`config.mk`:
```
export PLATFORM = sky130hd
export DESIGN_NAME = product_accumulator_flat
export DESIGN_NICKNAME = d
export VERILOG_FILES = /design/src/rtl/product_accumulator_if.sv /design/src/rtl/product_accumulator.sv /design/src/flat_wrapper.sv
export SDC_FILE = /design/constraint.sdc
export NUM_CORES = 1
export LEC_CHECK = 0
export BUFFER_PORTS_ARGS = -buffer_cell sky130_fd_sc_hd__buf_2
export CORE_UTILIZATION = 50
export DETAILED_ROUTE_END_ITERATION = 10
export PLACE_DENSITY = 0.74
export SLEW_MARGIN = 30
export SYNTH_ARGS = -nofsm -noshare
export SYNTH_HDL_FRONTEND = slang
export SYNTH_SLANG_ARGS = --single-unit
```
`constraint.sdc`:
```
create_clock -name clk -period 2.18 [get_ports clk]
set_clock_uncertainty 0.05 [all_clocks]
set_input_delay 0.218 -clock clk [delete_from_list [all_inputs] [get_ports clk]]
set_output_delay 0.218 -clock clk [all_outputs]
set_load 0.05 [all_outputs]
```
`src/rtl/product_accumulator_if.sv`:
```
// rtl/product_accumulator_if.sv - product input stream and frame result stream of the product accumulator
interface product_accumulator_if #(
    parameter int ACC_W = 24,
    parameter int CNT_W = 8
);
    // product input stream
    logic             in_valid;
    logic             in_ready;
    logic [15:0]      in_prod;
    logic             in_last;

    // frame result stream
    logic             out_valid;
    logic             out_ready;
    logic [ACC_W-1:0] out_sum;
    logic [CNT_W-1:0] out_count;
    logic             out_ovf;

    // upstream producer / downstream consumer side
    modport master (
        output in_valid, in_prod, in_last, out_ready,
        input  in_ready, out_valid, out_sum, out_count, out_ovf
    );

    // accumulator side
    modport slave (
        input  in_valid, in_prod, in_last, out_ready,
        output in_ready, out_valid, out_sum, out_count, out_ovf
    );
endinterface

```
`src/rtl/product_accumulator.sv`:
```
// rtl/product_accumulator.sv - frame MAC accumulator of 16-bit products; PRODUCT_ACC_SATURATE_EN clamps the sum instead of wrapping
module product_accumulator #(
    parameter int ACC_W = 24,
    parameter int CNT_W = 8
) (
    input  logic                    clk,
    input  logic                    rst,
    product_accumulator_if.slave    bus
);
    localparam int SUM_W = ACC_W + 1;

    typedef enum logic [1:0] {
        IDLE  = 2'd0,
        ACCUM = 2'd1,
        HOLD  = 2'd2
    } state_t;

    state_t           state;

    // running frame state
    logic [ACC_W-1:0] acc;
    logic [CNT_W-1:0] cnt;
    logic             ovf;

    // result register, presented on the output stream
    logic [ACC_W-1:0] res_sum;
    logic [CNT_W-1:0] res_cnt;
    logic             res_ovf;
    logic             res_valid;

    logic             in_ready_w;
    logic             accept;
    logic             drain;
    logic [SUM_W-1:0] sum_ext;
    logic             sum_carry;
    logic [ACC_W-1:0] next_acc;
    logic             cnt_full;
    logic [CNT_W-1:0] next_cnt;
    logic             next_ovf;

    // A pending result blocks input unless it drains this same cycle,
    // so in_ready never looks at in_valid.
    assign in_ready_w = (state != HOLD) || bus.out_ready;
    assign accept     = bus.in_valid && in_ready_w;
    assign drain      = (state == HOLD) && bus.out_ready;

    assign bus.in_ready  = in_ready_w;
    assign bus.out_valid = res_valid;
    assign bus.out_sum   = res_sum;
    assign bus.out_count = res_cnt;
    assign bus.out_ovf   = res_ovf;

    // Next accumulator value with one guard bit to catch the carry out;
    // count saturates at all-ones and flags an overflow instead of wrapping.
    always_comb begin
        sum_ext   = {1'b0, acc} + SUM_W'(bus.in_prod);
        sum_carry = sum_ext[ACC_W];
`ifdef PRODUCT_ACC_SATURATE_EN
        // once clamped, any further non-zero product carries again and re-clamps
        next_acc  = sum_carry ? {ACC_W{1'b1}} : sum_ext[ACC_W-1:0];
`else
        next_acc  = sum_ext[ACC_W-1:0];
`endif
        cnt_full  = &cnt;
        next_cnt  = cnt_full ? cnt : cnt + CNT_W'(1);
        next_ovf  = ovf | sum_carry | cnt_full;
    end

    // Frame state machine: accumulate, load the result on the last term,
    // hold it until the consumer takes it.
    always_ff @(posedge clk) begin
        if (rst) begin
            state     <= IDLE;
            acc       <= '0;
            cnt       <= '0;
            ovf       <= 1'b0;
            res_sum   <= '0;
            res_cnt   <= '0;
            res_ovf   <= 1'b0;
            res_valid <= 1'b0;
        end else if (accept) begin
            // In HOLD, accept implies the old result drains this cycle and acc/cnt/ovf are already clear.
            if (bus.in_last) begin
                res_sum   <= next_acc;
                res_cnt   <= next_cnt;
                res_ovf   <= next_ovf;
                res_valid <= 1'b1;
                acc       <= '0;
                cnt       <= '0;
                ovf       <= 1'b0;
                state     <= HOLD;
            end else begin
                acc       <= next_acc;
                cnt       <= next_cnt;
                ovf       <= next_ovf;
                res_valid <= 1'b0;
                state     <= ACCUM;
            end
        end else if (drain) begin
            res_valid <= 1'b0;
            state     <= IDLE;
        end
    end
endmodule

```
`src/flat_wrapper.sv`:
```
// flat-port wrapper written by rule: the top's interface ports become plain ports
module product_accumulator_flat 
#(
    parameter int ACC_W = 24,
    parameter int CNT_W = 8
)
  (clk, rst, bus_in_valid, bus_in_prod, bus_in_last, bus_out_ready, bus_in_ready, bus_out_valid, bus_out_sum, bus_out_count, bus_out_ovf);
  product_accumulator_if #(.ACC_W(ACC_W), .CNT_W(CNT_W)) bus_i ();
  input  logic clk;
  input  logic rst;
  input wire logic [$bits(bus_i.in_valid)-1:0] bus_in_valid;
  input wire logic [$bits(bus_i.in_prod)-1:0] bus_in_prod;
  input wire logic [$bits(bus_i.in_last)-1:0] bus_in_last;
  input wire logic [$bits(bus_i.out_ready)-1:0] bus_out_ready;
  output wire logic [$bits(bus_i.in_ready)-1:0] bus_in_ready;
  output wire logic [$bits(bus_i.out_valid)-1:0] bus_out_valid;
  output wire logic [$bits(bus_i.out_sum)-1:0] bus_out_sum;
  output wire logic [$bits(bus_i.out_count)-1:0] bus_out_count;
  output wire logic [$bits(bus_i.out_ovf)-1:0] bus_out_ovf;
  assign bus_i.in_valid = bus_in_valid;
  assign bus_i.in_prod = bus_in_prod;
  assign bus_i.in_last = bus_in_last;
  assign bus_i.out_ready = bus_out_ready;
  assign bus_in_ready = bus_i.in_ready;
  assign bus_out_valid = bus_i.out_valid;
  assign bus_out_sum = bus_i.out_sum;
  assign bus_out_count = bus_i.out_count;
  assign bus_out_ovf = bus_i.out_ovf;
  product_accumulator #(.ACC_W(ACC_W), .CNT_W(CNT_W)) u_core (.clk(clk), .rst(rst), .bus(bus_i));
endmodule
```
* Word level (Yosys, flattened, before mapping) *
Cells that the tools add are included.

word-level totals
  output and inout bits = 35
  bits in registers = 69
  word-level logic and storage cells = 30
  bits of input ports = 21

operators by class
  reductions and logical operators = 6
  multiplexer cells = 10
  eq/ne operators = 2
  bitwise operators = 2
  add/sub/neg operators = 2

operator list
  operator               number
  $add A24 B16 Y25       1
  $mux W24               1
  $mux W8                2
  $add A8 B1 Y8 const B  1
  $reduce_and A8 Y1      1
  $mux W2                3
  $mux W1                4
  $eq A2 B2 Y1 const B   1
  $logic_and A1 B1 Y1    2
  $ne A2 B2 Y1 const B   1
  $or A1 B1 Y1           2
  $reduce_and A2 Y1      1
  $reduce_bool A2 Y1     1
  $logic_or A1 B1 Y1     1

* Longest topological paths before layout *
Gate-level depths: netlist (run 1).

  depth after elaboration = 4
  gate-level depth with buffers = 9
  mapped depth without buffers = 9

* Worst setup path before layout (run 1) *
Ideal clock, no wire load.

  kind = register -> register
  from = register u_core.state[1]
  to = register u_core.acc[23]
  data required time = 2.008 ns
  setup slack = -0.303 ns
  arrival = 2.311 ns
  cell stages (with the launch flop) = 8
  cell sequence = dfxtp_1 -> or3b_1 -> and2_1 -> clkbuf_1 -> nand2b_1 -> clkbuf_1 -> a2111oi_0 -> a221o_1

on the way
  longest elaborated chain between the ends = 3

RTL lines
  item                      line                       text
  start: declaration        product_accumulator.sv:18  state_t state;
  start signal: assignment  product_accumulator.sv:73  state <= IDLE;
  start signal: assignment  product_accumulator.sv:91  state <= HOLD;
  start signal: assignment  product_accumulator.sv:97  state <= ACCUM;
  $ne A2 B2 Y1              product_accumulator.sv:43  assign in_ready_w = (state != HOLD) || bus.out_ready;
  $logic_or A1 B1 Y1        product_accumulator.sv:43
  named net bus_in_ready    flat_wrapper.sv:15         output wire logic [$bits(bus_i.in_ready)-1:0] bus_in_ready;
  $logic_and A1 B1 Y1       product_accumulator.sv:44  assign accept = bus.in_valid && in_ready_w;
  end signal: assignment    product_accumulator.sv:93  acc <= next_acc;
  end: declaration          product_accumulator.sv:21  logic [ACC_W-1:0] acc;

The timed path passes the listed nets, and every way through them passes these cells.
A chain may end at the register's enable or synchronous reset.

* Worst setup path after layout (run 1) *
  from = register u_core.acc[7]
  to = register u_core.acc[14]

on the way
  longest elaborated chain between the ends = 2

RTL lines
  item              line                       text
  $add A24 B16 Y25  product_accumulator.sv:56  sum_ext = {1'b0, acc} + SUM_W'(bus.in_prod);
  $mux W24          product_accumulator.sv:83  if (bus.in_last) begin

No other way between the ends.

==> results of run 1 <==
-- sequential cells by signal, indices dropped and copies added, names as in the netlist --
register / flops
u_core.bus.out_sum: 24
u_core.bus.out_ovf: 1
u_core.bus.out_count: 8
u_core.ovf: 1
u_core.acc: 24
u_core.cnt: 8
u_core.state: 2
-- stage by stage --
| step | TNS, ns | hold slack, ns | util (%) | total power (uW) | area, um2 |
|---|---|---|---|---|---|
| after CTS | -0.5025 | 0.1078 | 66.16 | 3253 | 5139 |
| after detailed placement | -2.069 | 0.3978 | 61.02 | 2011 | 4740 |
| after global placement | -0.8898 | 0.3916 | 61.02 | 1995 | 4740 |
| after floorplan | -0.1731 | 0.3292 | - | 1796 | 4091 |
| after global routing | -2.902 | 0.1308 | 68.73 | 3411 | 5339 |
| final | -0.8230 | 0.1130 | 68.73 | 3294 | 5339 |
-- worst max-delay path, delay by kind of cell (launching register included) --
kind	cells	cell delay (ns)
AOI/OAI and AO/OA	4	1.11
DFF	1	0.34
buffers and inverters	2	0.25
and+or+nand+nor	2	0.23
adders and majority gates	1	0.22
-- final timing paths --
check                             start                endpoint  slack [ns]  cells after the start
setup / recovery          u_core.acc[7]          u_core.acc[14]       -0.14                      9
hold / removal                      rst  u_core.bus.out_sum[13]        0.11                      2
setup reg to reg          u_core.acc[7]          u_core.acc[14]       -0.14                      9
hold reg to reg   u_core.bus.out_sum[6]   u_core.bus.out_sum[6]        0.41                      2
-- synth_stat cells (4+ instances only) --
| cell | n | area, um2 |
|---|---|---|
| sky130_fd_sc_hd__a31oi_1 | 7 | 43.79 |
| sky130_fd_sc_hd__nand3_1 | 38 | 190.2 |
| sky130_fd_sc_hd__ha_1 | 17 | 212.7 |
| sky130_fd_sc_hd__or3_1 | 9 | 56.30 |
| sky130_fd_sc_hd__nand2b_1 | 8 | 50.05 |
| sky130_fd_sc_hd__a22oi_1 | 8 | 60.06 |
| sky130_fd_sc_hd__or4_1 | 6 | 45.04 |
| sky130_fd_sc_hd__nand2_1 | 46 | 172.7 |
| sky130_fd_sc_hd__nand4_1 | 5 | 31.28 |
| sky130_fd_sc_hd__inv_1 | 8 | 30.03 |
| sky130_fd_sc_hd__and3_1 | 10 | 62.56 |
| sky130_fd_sc_hd__xnor2_1 | 5 | 43.79 |
| sky130_fd_sc_hd__o21a_1 | 5 | 37.54 |
| sky130_fd_sc_hd__nor3_1 | 16 | 80.08 |
| sky130_fd_sc_hd__nor2b_1 | 4 | 25.02 |
| sky130_fd_sc_hd__clkbuf_1 | 31 | 116.4 |
| sky130_fd_sc_hd__and2_1 | 6 | 37.54 |
| sky130_fd_sc_hd__a311o_1 | 4 | 40.04 |
| sky130_fd_sc_hd__a32oi_1 | 5 | 43.79 |
| sky130_fd_sc_hd__a311oi_1 | 6 | 52.55 |
| sky130_fd_sc_hd__a211oi_1 | 7 | 52.55 |
| sky130_fd_sc_hd__nand4b_1 | 4 | 35.03 |
| sky130_fd_sc_hd__o311ai_0 | 4 | 35.03 |
| sky130_fd_sc_hd__nor4b_1 | 4 | 35.03 |
| sky130_fd_sc_hd__a21o_1 | 13 | 97.59 |
| sky130_fd_sc_hd__o21ai_0 | 22 | 110.1 |
| sky130_fd_sc_hd__dfxtp_1 | 68 | 1361 |
| sky130_fd_sc_hd__nor2_1 | 51 | 191.4 |
| sky130_fd_sc_hd__o211ai_1 | 14 | 105.1 |
| sky130_fd_sc_hd__a21oi_1 | 36 | 180.2 |
-- placed cells by master (no fill, tap or decap), types with 14 or more instances in the layout --
cell,Yosys,routed
sky130_fd_sc_hd__o21ai_0,22,17
sky130_fd_sc_hd__nand2_1,46,44
sky130_fd_sc_hd__o211ai_1,14,14
sky130_fd_sc_hd__buf_4,0,61
sky130_fd_sc_hd__nor2_1,51,50
sky130_fd_sc_hd__nor3_1,16,15
sky130_fd_sc_hd__dfxtp_1,68,60
sky130_fd_sc_hd__buf_2,2,55
sky130_fd_sc_hd__nand3_1,38,36
sky130_fd_sc_hd__a21oi_1,36,33
-- metal layers --
metal / up-vias / GRT usage, % / part of all wire [%]
met4: 0 / 13.02 / 2.6
met1: 2059 / 36.77 / 44
met3: 30 / 4.146 / 6.8
met5: - / 0 / 0
met2: 194 / 45.99 / 47
li1: 2126 / - / -
-- layout make-up --
class / count / area (um2)
fillers: 635 / 2429
clock buffers: 11 / 151.4
well taps: 102 / 127.6
repair buffers: 120 / 778.2
multi-input cells: 402 / 2791
inverters: 9 / 33.78
clock inverters: 5 / 82.58
flip-flops and latches: 68 / 1374
-- where the power goes --
group | switching, uW | internal, uW | leakage, uW | total, uW
Clock | 511 | 711 | 0.000120 | 1220
Combinational | 462 | 281 | 0.00145 | 743
Sequential | 32.9 | 1300 | 0.000557 | 1330
-- logic make-up after synthesis --
family / Yosys count / share of synthesized area (%)
AO/OA/AOI/OAI: 156 / 27.02
XOR/XNOR: 8 / 1.737
adder cells (fa/ha/maj): 18 / 5.769
buffers and inverters: 43 / 4.063
flip-flops: 68 / 33.75
multiplexers: 1 / 0.2791
AND/OR/NAND/NOR: 219 / 27.39
-- repair_timing --
action                     in CTS  in global routing
pin swaps                      15                 28
setup endpoints to repair      24                 35
setup buffers                  10                  6
resized for setup              19                 39
==> results.txt, run 1 <==
----------------------------------------------------
[STA]
  Final setup violating endpoints ... 14
  Worst Tran Pin Value ... 0.5857 ns
  Timing-limited maximum frequency ... 0.4315 GHz
  Number of max-slew violations in the final report ... 0
  Relative slew margins ... around three fifths
  Fin worst setup slack ... -0.1377 ns
  Time the worst path needs with I/O delays and setup ... 2.318 ns
  Unrepaired setup endpoints after global routing ... yes
  Final Hold Violating Endpoints ... 0
  Post-route clock period utilization ... 106.3%

[Global route]
  Largest net degree at the start of global routing ... 41
  Wire length of the first global-routing pass ... about 19 mm
  Number of global-route vias before repair ... a little over 4000
  Tot GR Track Use ... between 20% and 30%
  Overflow after GRT ... 0
  Number of antenna violations at the first check in global routing ... 0

[Route]
  Number of iterations in the first detailed-routing pass ... 5
  Ratio of routed vias to standard cells ... a little over 6
  Detailed-route wire length per cell ... 16.62 um
  Final routed DRC violation total ... 0
  Overall via count from detail_route ... 4409
  DRC marker count from the first detailed-route iteration ... about 300
  Total length of routed wires ... 11.92 mm
  Routed Antenna Nets ... 0

[Yosys]
  Mapped Area ... 0.004034 mm2
  Ys async rst share ... 0%
  Proportion of synthesized chip area in sequential cells ... 33.75%
  Cell count after synthesis ... roughly 510
  Most instantiated flip-flop cell in the synthesis netlist ... sky130_fd_sc_hd__dfxtp_1
  Average instance area after synthesis ... 7.863 um2
  Count of flip-flops with a built-in enable after synthesis ... 0
  Flop and latch count out of synthesis ... between 60 and 70
  Total nets after synthesis ... about 550
  Synthesis Warnings ... 0
  Library cells used by synthesis ... 63

[Clock tree]
  Number of buffers inserted for hold repair after clock tree synthesis ... 0
  Clock buffer count from CTS ... 9
  Clock tree sinks ... 68
  CTS tree ... built
  Deepest clock path buffer count ... 2
  Register clock-pin slew on the reported worst setup and hold paths ... about 0.080 ns
  Clock network latency to the later pin of the worst-skew pair ... 0.35 ns
  Root cell of the clock tree ... sky130_fd_sc_hd__clkbuf_8
  CTS H-tree lvls ... 3

[Layout]
  Share of cells above drive strength 1 ... a little under a third
  Antenna Cells ... 0
  Number of standard cells in the final layout excluding fillers ... 717
  Post-layout net count ... 649
  Post-synthesis to final-layout area growth ... 32.35%

[Run status]
  Outcome ... finished, violations left
  Violated checks ... setup timing

[Worst setup path]
  Nature of the critical path startpoint ... flop
  Highest-delay cell along the critical path ... sky130_fd_sc_hd__a221o_2
  Worst path cell trace ... ha_4, and3_4, a221o_2, a21oi_4, buf_6, buf_6, nand2_4, a31o_4, a311o_1
  Most frequent cell on the critical path ... sky130_fd_sc_hd__buf_6
  Category of the worst setup path capture point ... flop
  Largest fanout on the critical path ... 4
  Arrival time of the worst setup path ... 2.50 ns
  Required time worst endpoint ... 2.37 ns
  Category of the critical setup timing path ... reg2reg
  Longest individual stage delay on the worst path ... 0.44 ns

[Placed design]
  Post-DP HPWL ... 7.846 mm
  Number of instances in the placed design ... 686
  Input/output buffers ... 55
  Final RePlAce weighted congestion ... 0.9199
  Post-placement worst setup slack ... -0.1808 ns

[Floorplan]
  Height of the chip ... 91.82 um
  Initial standard-cell utilization of the core ... 51.93%
  Die extent in x ... 91.82 um
  Core box area ... 0.007767 mm2
  Die footprint ... 0.008431 mm2
  Site Rows ... 32
  Top-level port count ... 56

[Hold path]
  HP Class ... in2reg

[Power and ir drop]
  Standby leakage power ... roughly 0.0021 uW
  IR drop worst, VDD ... 394.8 uV
  Total power per unit cell area ... around 620 mW/mm2

[Job]
  Max-cap violations ... 0

----------------------------------------------------
Power figures use the tool's default switching activity.
==> run 2, diff against run 1 <==
- BUFFER_PORTS_ARGS: -buffer_cell sky130_fd_sc_hd__buf_2 -> not set
- CAP_MARGIN: not set -> 10
- DONT_BUFFER_PORTS: not set -> 1
- PLACE_DENSITY: 0.74 -> 0.68
==> run 2 against run 1 <==
The run still ends with setup timing left. Final area fell by 5.4%. First-iteration DRC count up 14%. Utilization shrank 3.7 points.
==> results.txt, run 2 (same netlist as run 1, synthesis figures left out) <==
----------------------------------------------------
[Worst setup path]
  Nature of the critical path startpoint ... flop
  Source of the critical timing path ... u_core.acc[0]
  R2R cell count ... 12 (+3)
  Category of the worst setup path capture point ... flop
  Category of the critical setup timing path ... reg2reg
  Arrival time of the worst setup path ... 2.65 ns (+0.15 ns)
  Start of the worst register-to-register path ... u_core.acc[0]
  Required time worst endpoint ... 2.40 ns (+0.03 ns)
  Slack of the worst reg-to-reg path ... -0.25 ns (-0.11 ns)
  Reg-to-Reg End ... u_core.acc[18]
  Largest fanout on the critical path ... 5 (+1)
  Capturing element of the worst setup path ... u_core.acc[18]

[Power and ir drop]
  Final Total Pwr ... 3060 uW (-7.1%)
  Total power per unit cell area ... 606.1 mW/mm2 (-1.8%)
  IR drop worst, VDD ... 461.1 uV (+17%)
  Standby leakage power ... 0.001903 uW (-10%)

[STA]
  Timing-limited maximum frequency ... 0.4116 GHz (-4.6%)
  Relative slew margins ... 55.19% (-5.7 points)
  Worst Tran Pin Value ... 0.6714 ns (+0.08571 ns)
  Final Hold Violating Endpoints ... 0 (unchanged)
  Setup TNS after final layout ... -2.635 ns (-1.812 ns)
  Final setup violating endpoints ... 20 (+6)
  Time the worst path needs with I/O delays and setup ... 2.430 ns (+0.1121 ns)
  Number of max-slew violations in the final report ... 0 (unchanged)
  Unrepaired setup endpoints after global routing ... yes
  Fin worst setup slack ... -0.2497 ns (-0.1121 ns)
  Tightest hold margin ... 0.01677 ns (-0.09618 ns)
  Post-route clock period utilization ... 111.5% (+5.1 points)

[Layout]
  Layout fillers ... 668 (+5.2%)
  Post-route cell area ... 0.005049 mm2 (-5.4%)
  Combined area of the multi-input logic cells ... 0.002715 mm2 (-2.7%)
  Commonest cells after routing, fill and taps aside ... sky130_fd_sc_hd__buf_4, sky130_fd_sc_hd__dfxtp_1, sky130_fd_sc_hd__nor2_1
  Post-synthesis to final-layout area growth ... 25.16%
  Most frequent standard cell in the layout excluding fill and tap cells ... sky130_fd_sc_hd__buf_4
  Antenna Cells ... 0 (unchanged)
  Storage element area ... 0.001374 mm2 (unchanged)
  Share of cells above drive strength 1 ... 22.81% (-7.9 points)
  Post-layout net count ... 604 (-6.9%)
  Final Core Density ... 65.00% (-3.7 points)

[Global route]
  Tot GR Track Use ... 28.64% (+0.44 points)
  Number of global-route vias before repair ... 4013 (-1.9%)
  Number of antenna violations at the first check in global routing ... 0 (unchanged)
  Overflow after GRT ... 0 (unchanged)
  Largest net degree at the start of global routing ... 48 (+17%)
  Wire length of the first global-routing pass ... 19.25 mm (+1.1%)

[Floorplan]
  Top-level port count ... 56 (unchanged)
  Site Rows ... 32 (unchanged)
  Die footprint ... 0.008431 mm2 (unchanged)
  Die extent in x ... 91.82 um (unchanged)
  Core box area ... 0.007767 mm2 (unchanged)
  Height of the chip ... 91.82 um (unchanged)
  Initial standard-cell utilization of the core ... 51.93% (unchanged)

[Route]
  Routed Antenna Nets ... 0 (unchanged)
  Detailed-route wire length per cell ... 17.50 um (+5.3%)
  Total length of routed wires ... 11.76 mm (-1.3%)
  DRC marker count from the first detailed-route iteration ... 341 (+14%)
  Overall via count from detail_route ... 4180 (-5.2%)
  Number of iterations in the first detailed-routing pass ... 5 (unchanged)
  Ratio of routed vias to standard cells ... 6.220 (+1.2%)
  Final routed DRC violation total ... 0 (unchanged)

[Clock tree]
  Clock tree sinks ... 68 (unchanged)
  Clock network latency to the later pin of the worst-skew pair ... 0.35 ns (about the same)
  Register clock-pin slew on the reported worst setup and hold paths ... 0.07 ns (about the same)
  Root cell of the clock tree ... sky130_fd_sc_hd__clkbuf_8
  CTS tree ... built
  Deepest clock path buffer count ... 2 (unchanged)
  Clock buffer count from CTS ... 9 (unchanged)
  CTS H-tree lvls ... 3 (unchanged)

[Run status]
  Violated checks ... setup timing
  Outcome ... finished, violations left

[Placed design]
  Input/output buffers ... 0 (-100%)
  Final RePlAce weighted congestion ... 0.9053 (-1.6%)
  Cell area after placement ... 0.004509 mm2 (-4.9%)
  Post-DP HPWL ... 7.681 mm (-2.1%)

[Hold path]
  HP Class ... in2reg

[Job]
  Max-cap violations ... 0 (unchanged)

----------------------------------------------------
## run 2: per-layer routing
| layer | vias to the layer above | track usage, % | wire (um) |
|---|---|---|---|
| met5 | - | 0 | 0 |
| met4 | 0 | 11.20 | 180 |
| met3 | 17 | 7.629 | 836 |
| met2 | 151 | 46.18 | 5524 |
| met1 | 1979 | 36.42 | 5217 |
| li1 | 2033 | - | - |
## run 2: cell type report
cell class	instances	area share, %
multi-input combinational	402	53.78
inverter	9	0.6691
sequential	68	27.21
clock inverter	4	0.9418
timing repair buffer	75	11.80
tap	102	2.528
clock buffer	12	3.073
## run 2: critical path, cell delays in order, from the launching register on
cell	delay, ns
sky130_fd_sc_hd__dfxtp_2	0.35
sky130_fd_sc_hd__ha_4	0.13
sky130_fd_sc_hd__inv_2	0.03
sky130_fd_sc_hd__fa_2	0.34
sky130_fd_sc_hd__nor2b_2	0.17
sky130_fd_sc_hd__o31a_1	0.18
sky130_fd_sc_hd__o211ai_1	0.11
sky130_fd_sc_hd__buf_4	0.18
sky130_fd_sc_hd__buf_6	0.12
sky130_fd_sc_hd__a211oi_4	0.31
sky130_fd_sc_hd__buf_4	0.17
sky130_fd_sc_hd__o211ai_1	0.07
sky130_fd_sc_hd__o211ai_1	0.13
## run 2: worst min-delay path by stage
stage	from	to	cells after the start
6_report	bus_in_last	u_core.state[1]	2
5_1_grt	bus_in_last	u_core.cnt[2]	3
4_1_cts	bus_in_last	u_core.state[1]	2
3_5_place_dp	rst	u_core.bus.out_sum[23]	1
3_3_place_gp	rst	u_core.acc[0]	1
2_1_floorplan	bus_in_valid	u_core.state[1]	2
## run 2: per-stage QoR
stage	cells	setup WS [ns]
after floorplan	513	-0.05285
after global placement	637	-0.2510
after detailed placement	637	-0.3774
after CTS	666	-0.1726
after global routing	672	-0.3829
final	672	-0.2497
## run 2: what timing repair did
item                       CTS  global route
hold buffers                 3             0
setup buffers               11             7
gates resized for setup     19            20
hold endpoints to repair    47             0
pin swaps                   19            18
setup endpoints to repair   26            29
gates cloned                 0             0
## run 2: power by group
part / switching [uW] / total, uW / internal (uW)
clock: 499 / 1090 / 588
combinational: 300 / 539 / 239
sequential: 138 / 1430 / 1300
==> run 3, diff against run 2 <==
- SETUP_SLACK_MARGIN: not set -> 0.05
==> run 3 against run 2 <==
The run still ends with setup timing left. Highest routed layer is now met5. Setup slack better by 0.18 ns. Clock-buffer cell count is 1 lower. Critical endpoint is now u_core.bus.out_sum[20]. Combinational power is 5.2% higher. Via count is 0.57% higher. Final area is 1.1% higher. Largest cell class unchanged. Final cell count is 0.60% lower.
==> results.txt, run 3 (same netlist as run 1, synthesis figures left out) <==
----------------------------------------------------
[Layout]
  Post-layout net count ... 600 (-0.66%)
  Number of standard cells in the final layout excluding fillers ... 668 (-0.60%)
  Commonest cells after routing, fill and taps aside ... sky130_fd_sc_hd__buf_4, sky130_fd_sc_hd__dfxtp_1, sky130_fd_sc_hd__nor2_1
  Most frequent standard cell in the layout excluding fill and tap cells ... sky130_fd_sc_hd__buf_4
  Post-synthesis to final-layout area growth ... 26.55%
  Antenna Cells ... 0 (unchanged)
  Share of cells above drive strength 1 ... 23.50% (+0.69 points)
  Post-route cell area ... 0.005105 mm2 (+1.1%)
  Layout fillers ... 676 (+1.2%)

[Run status]
  Violated checks ... setup timing
  Outcome ... finished, violations left

[Floorplan]
  Die extent in x ... 91.82 um (unchanged)
  Site Rows ... 32 (unchanged)
  Height of the chip ... 91.82 um (unchanged)
  Core box area ... 0.007767 mm2 (unchanged)
  Initial standard-cell utilization of the core ... 51.93% (unchanged)
  Die footprint ... 0.008431 mm2 (unchanged)
  Top-level port count ... 56 (unchanged)

[Route]
  Ratio of routed vias to standard cells ... 6.293 (+1.2%)
  Detailed-route wire length per cell ... 17.29 um (-1.2%)
  Final routed DRC violation total ... 0 (unchanged)
  Number of iterations in the first detailed-routing pass ... 5 (unchanged)
  DRC marker count from the first detailed-route iteration ... 325 (-4.7%)
  Overall via count from detail_route ... 4204 (+0.57%)
  Routed Antenna Nets ... 0 (unchanged)
  Total length of routed wires ... 11.55 mm (-1.8%)

[Global route]
  Overflow after GRT ... 0 (unchanged)
  Number of global-route vias before repair ... 3943 (-1.7%)
  Largest net degree at the start of global routing ... 45 (-6.3%)
  Number of antenna violations at the first check in global routing ... 1 (+1)
  Wire length of the first global-routing pass ... 18.88 mm (-1.9%)
  Tot GR Track Use ... 27.86% (-0.78 points)

[Worst setup path]
  R2R cell count ... 9 (-3)
  Arrival time of the worst setup path ... 2.46 ns (-0.19 ns)
  Category of the worst setup path capture point ... flop
  Required time worst endpoint ... 2.39 ns (about the same)
  Worst path cell trace ... ha_4, a21o_1, a221o_2, a21oi_4, buf_12, buf_4, a21o_1, nand3_1, a311oi_2
  Most frequent cell on the critical path ... sky130_fd_sc_hd__a21o_1
  Start of the worst register-to-register path ... u_core.acc[7]
  Nature of the critical path startpoint ... flop
  Largest fanout on the critical path ... 6 (+1)
  Longest individual stage delay on the worst path ... 0.39 ns (+0.04 ns)
  Source of the critical timing path ... u_core.acc[7]
  Highest-delay cell along the critical path ... sky130_fd_sc_hd__a221o_2
  Category of the critical setup timing path ... reg2reg

[Hold path]
  Hold path startpoint ... rst
  WHS Path Cells ... 2 (unchanged)
  HP Class ... in2reg

[STA]
  Fin worst setup slack ... -0.06912 ns (+0.1806 ns)
  Final Hold Violating Endpoints ... 0 (unchanged)
  Time the worst path needs with I/O delays and setup ... 2.249 ns (-0.1806 ns)
  Post-route clock period utilization ... 103.2% (-8.3 points)
  Tightest hold margin ... 0.02469 ns (+0.007917 ns)
  Final setup violating endpoints ... 17 (-15%)
  Worst Tran Pin Value ... 0.5769 ns (-0.09449 ns)
  Timing-limited maximum frequency ... 0.4446 GHz (+8.0%)
  Relative slew margins ... 61.50% (+6.3 points)
  Number of max-slew violations in the final report ... 0 (unchanged)
  Setup TNS after final layout ... -0.7118 ns (+1.923 ns)
  Unrepaired setup endpoints after global routing ... yes

[Clock tree]
  Root cell of the clock tree ... sky130_fd_sc_hd__clkbuf_8
  Deepest clock path buffer count ... 2 (unchanged)
  CTS H-tree lvls ... 3 (unchanged)
  Clock network latency to the later pin of the worst-skew pair ... 0.35 ns (about the same)
  Clock tree sinks ... 68 (unchanged)
  Clock buffer count from CTS ... 9 (unchanged)
  Register clock-pin slew on the reported worst setup and hold paths ... 0.08 ns (about the same)
  CTS tree ... built

[Power and ir drop]
  Total power per unit cell area ... 583.8 mW/mm2 (-3.7%)
  Standby leakage power ... 0.001885 uW (-0.93%)
  IR drop worst, VDD ... 374.0 uV (-19%)

[Placed design]
  Cell area after placement ... 0.004514 mm2 (+0.11%)
  Input/output buffers ... 0 (unchanged)
  Final RePlAce weighted congestion ... 0.8940 (-1.2%)
  Post-placement worst setup slack ... -0.1135 ns (+0.2639 ns)
  Number of instances in the placed design ... 636 (-0.16%)
  Post-DP HPWL ... 7.729 mm (+0.63%)

[Job]
  Max-cap violations ... 0 (unchanged)

----------------------------------------------------
==> run 3: changes by cell type in the layout (fill, tap and decap cells not counted), sizes merged <==
cell,change
dlygate4sd3,+3
bufinv,-1
clkbuf,-1
buf,-7
clkinvlp,+2
==> run 3: worst max-delay path: cells and delay by family (launching register included) <==
| kind | cells | cell delay, ns |
|---|---|---|
| adder cells (fa/ha/maj) | 1 | 0.23 |
| flip-flops | 1 | 0.34 |
| buffers and inverters | 2 | 0.24 |
| AND/OR/NAND/NOR | 1 | 0.11 |
| AO/OA/AOI/OAI | 5 | 1.20 |
==> run 3: metrics by stage <==
step	power [uW]	util, %
2_1_floorplan	1796	-
3_3_place_gp	1924	58.12
3_5_place_dp	1936	58.12
4_1_cts	2966	63.29
5_1_grt	3120	65.72
6_report	2980	65.72
==> run 3: what timing repair did <==
action,in CTS,in global routing
pin swaps,10,28
hold buffers,5,1
setup endpoints to repair,27,35
hold endpoints to repair,47,1
resized for setup,22,27
setup buffers,5,5
==> run 3: cell type report <==
cell class | instances | area, um2 | area share [%]
Timing Repair Buffer | 71 | 586.8 | 11.50
Tap cell | 102 | 127.6 | 2.500
Clock inverter | 5 | 36.28 | 0.7108
Inverter | 9 | 33.78 | 0.6618
Multi-Input combinational cell | 402 | 2799 | 54.83
Sequential cell | 68 | 1370 | 26.84
Clock buffer | 11 | 151.4 | 2.966
==> run 3: routing by layer <==
| layer | up-vias | wire length [um] | share of wire (%) | GRT usage, % |
|---|---|---|---|---|
| met2 | 152 | 5388 | 47 | 45.55 |
| met3 | 22 | 875 | 7.6 | 7.048 |
| met4 | 2 | 173 | 1.5 | 9.505 |
| li1 | 2023 | - | - | - |
| met5 | - | 13 | 0.11 | 0 |
| met1 | 2005 | 5096 | 44 | 35.71 |
==> run 3: path summary, 6_finish.rpt <==
path	to	slack, ns
worst min register to register	u_core.acc[9]	0.45
worst max-delay path	u_core.bus.out_sum[20]	-0.07
worst max register to register	u_core.bus.out_sum[20]	-0.07
worst min-delay path	u_core.bus.out_sum[19]	0.02
==> run 3: where the power goes <==
group | leakage, uW | internal, uW | switching [uW]
combinational | 0.00124 | 254 | 314
sequential | 0.000557 | 1300 | 136
clock | 0.0000876 | 474 | 506
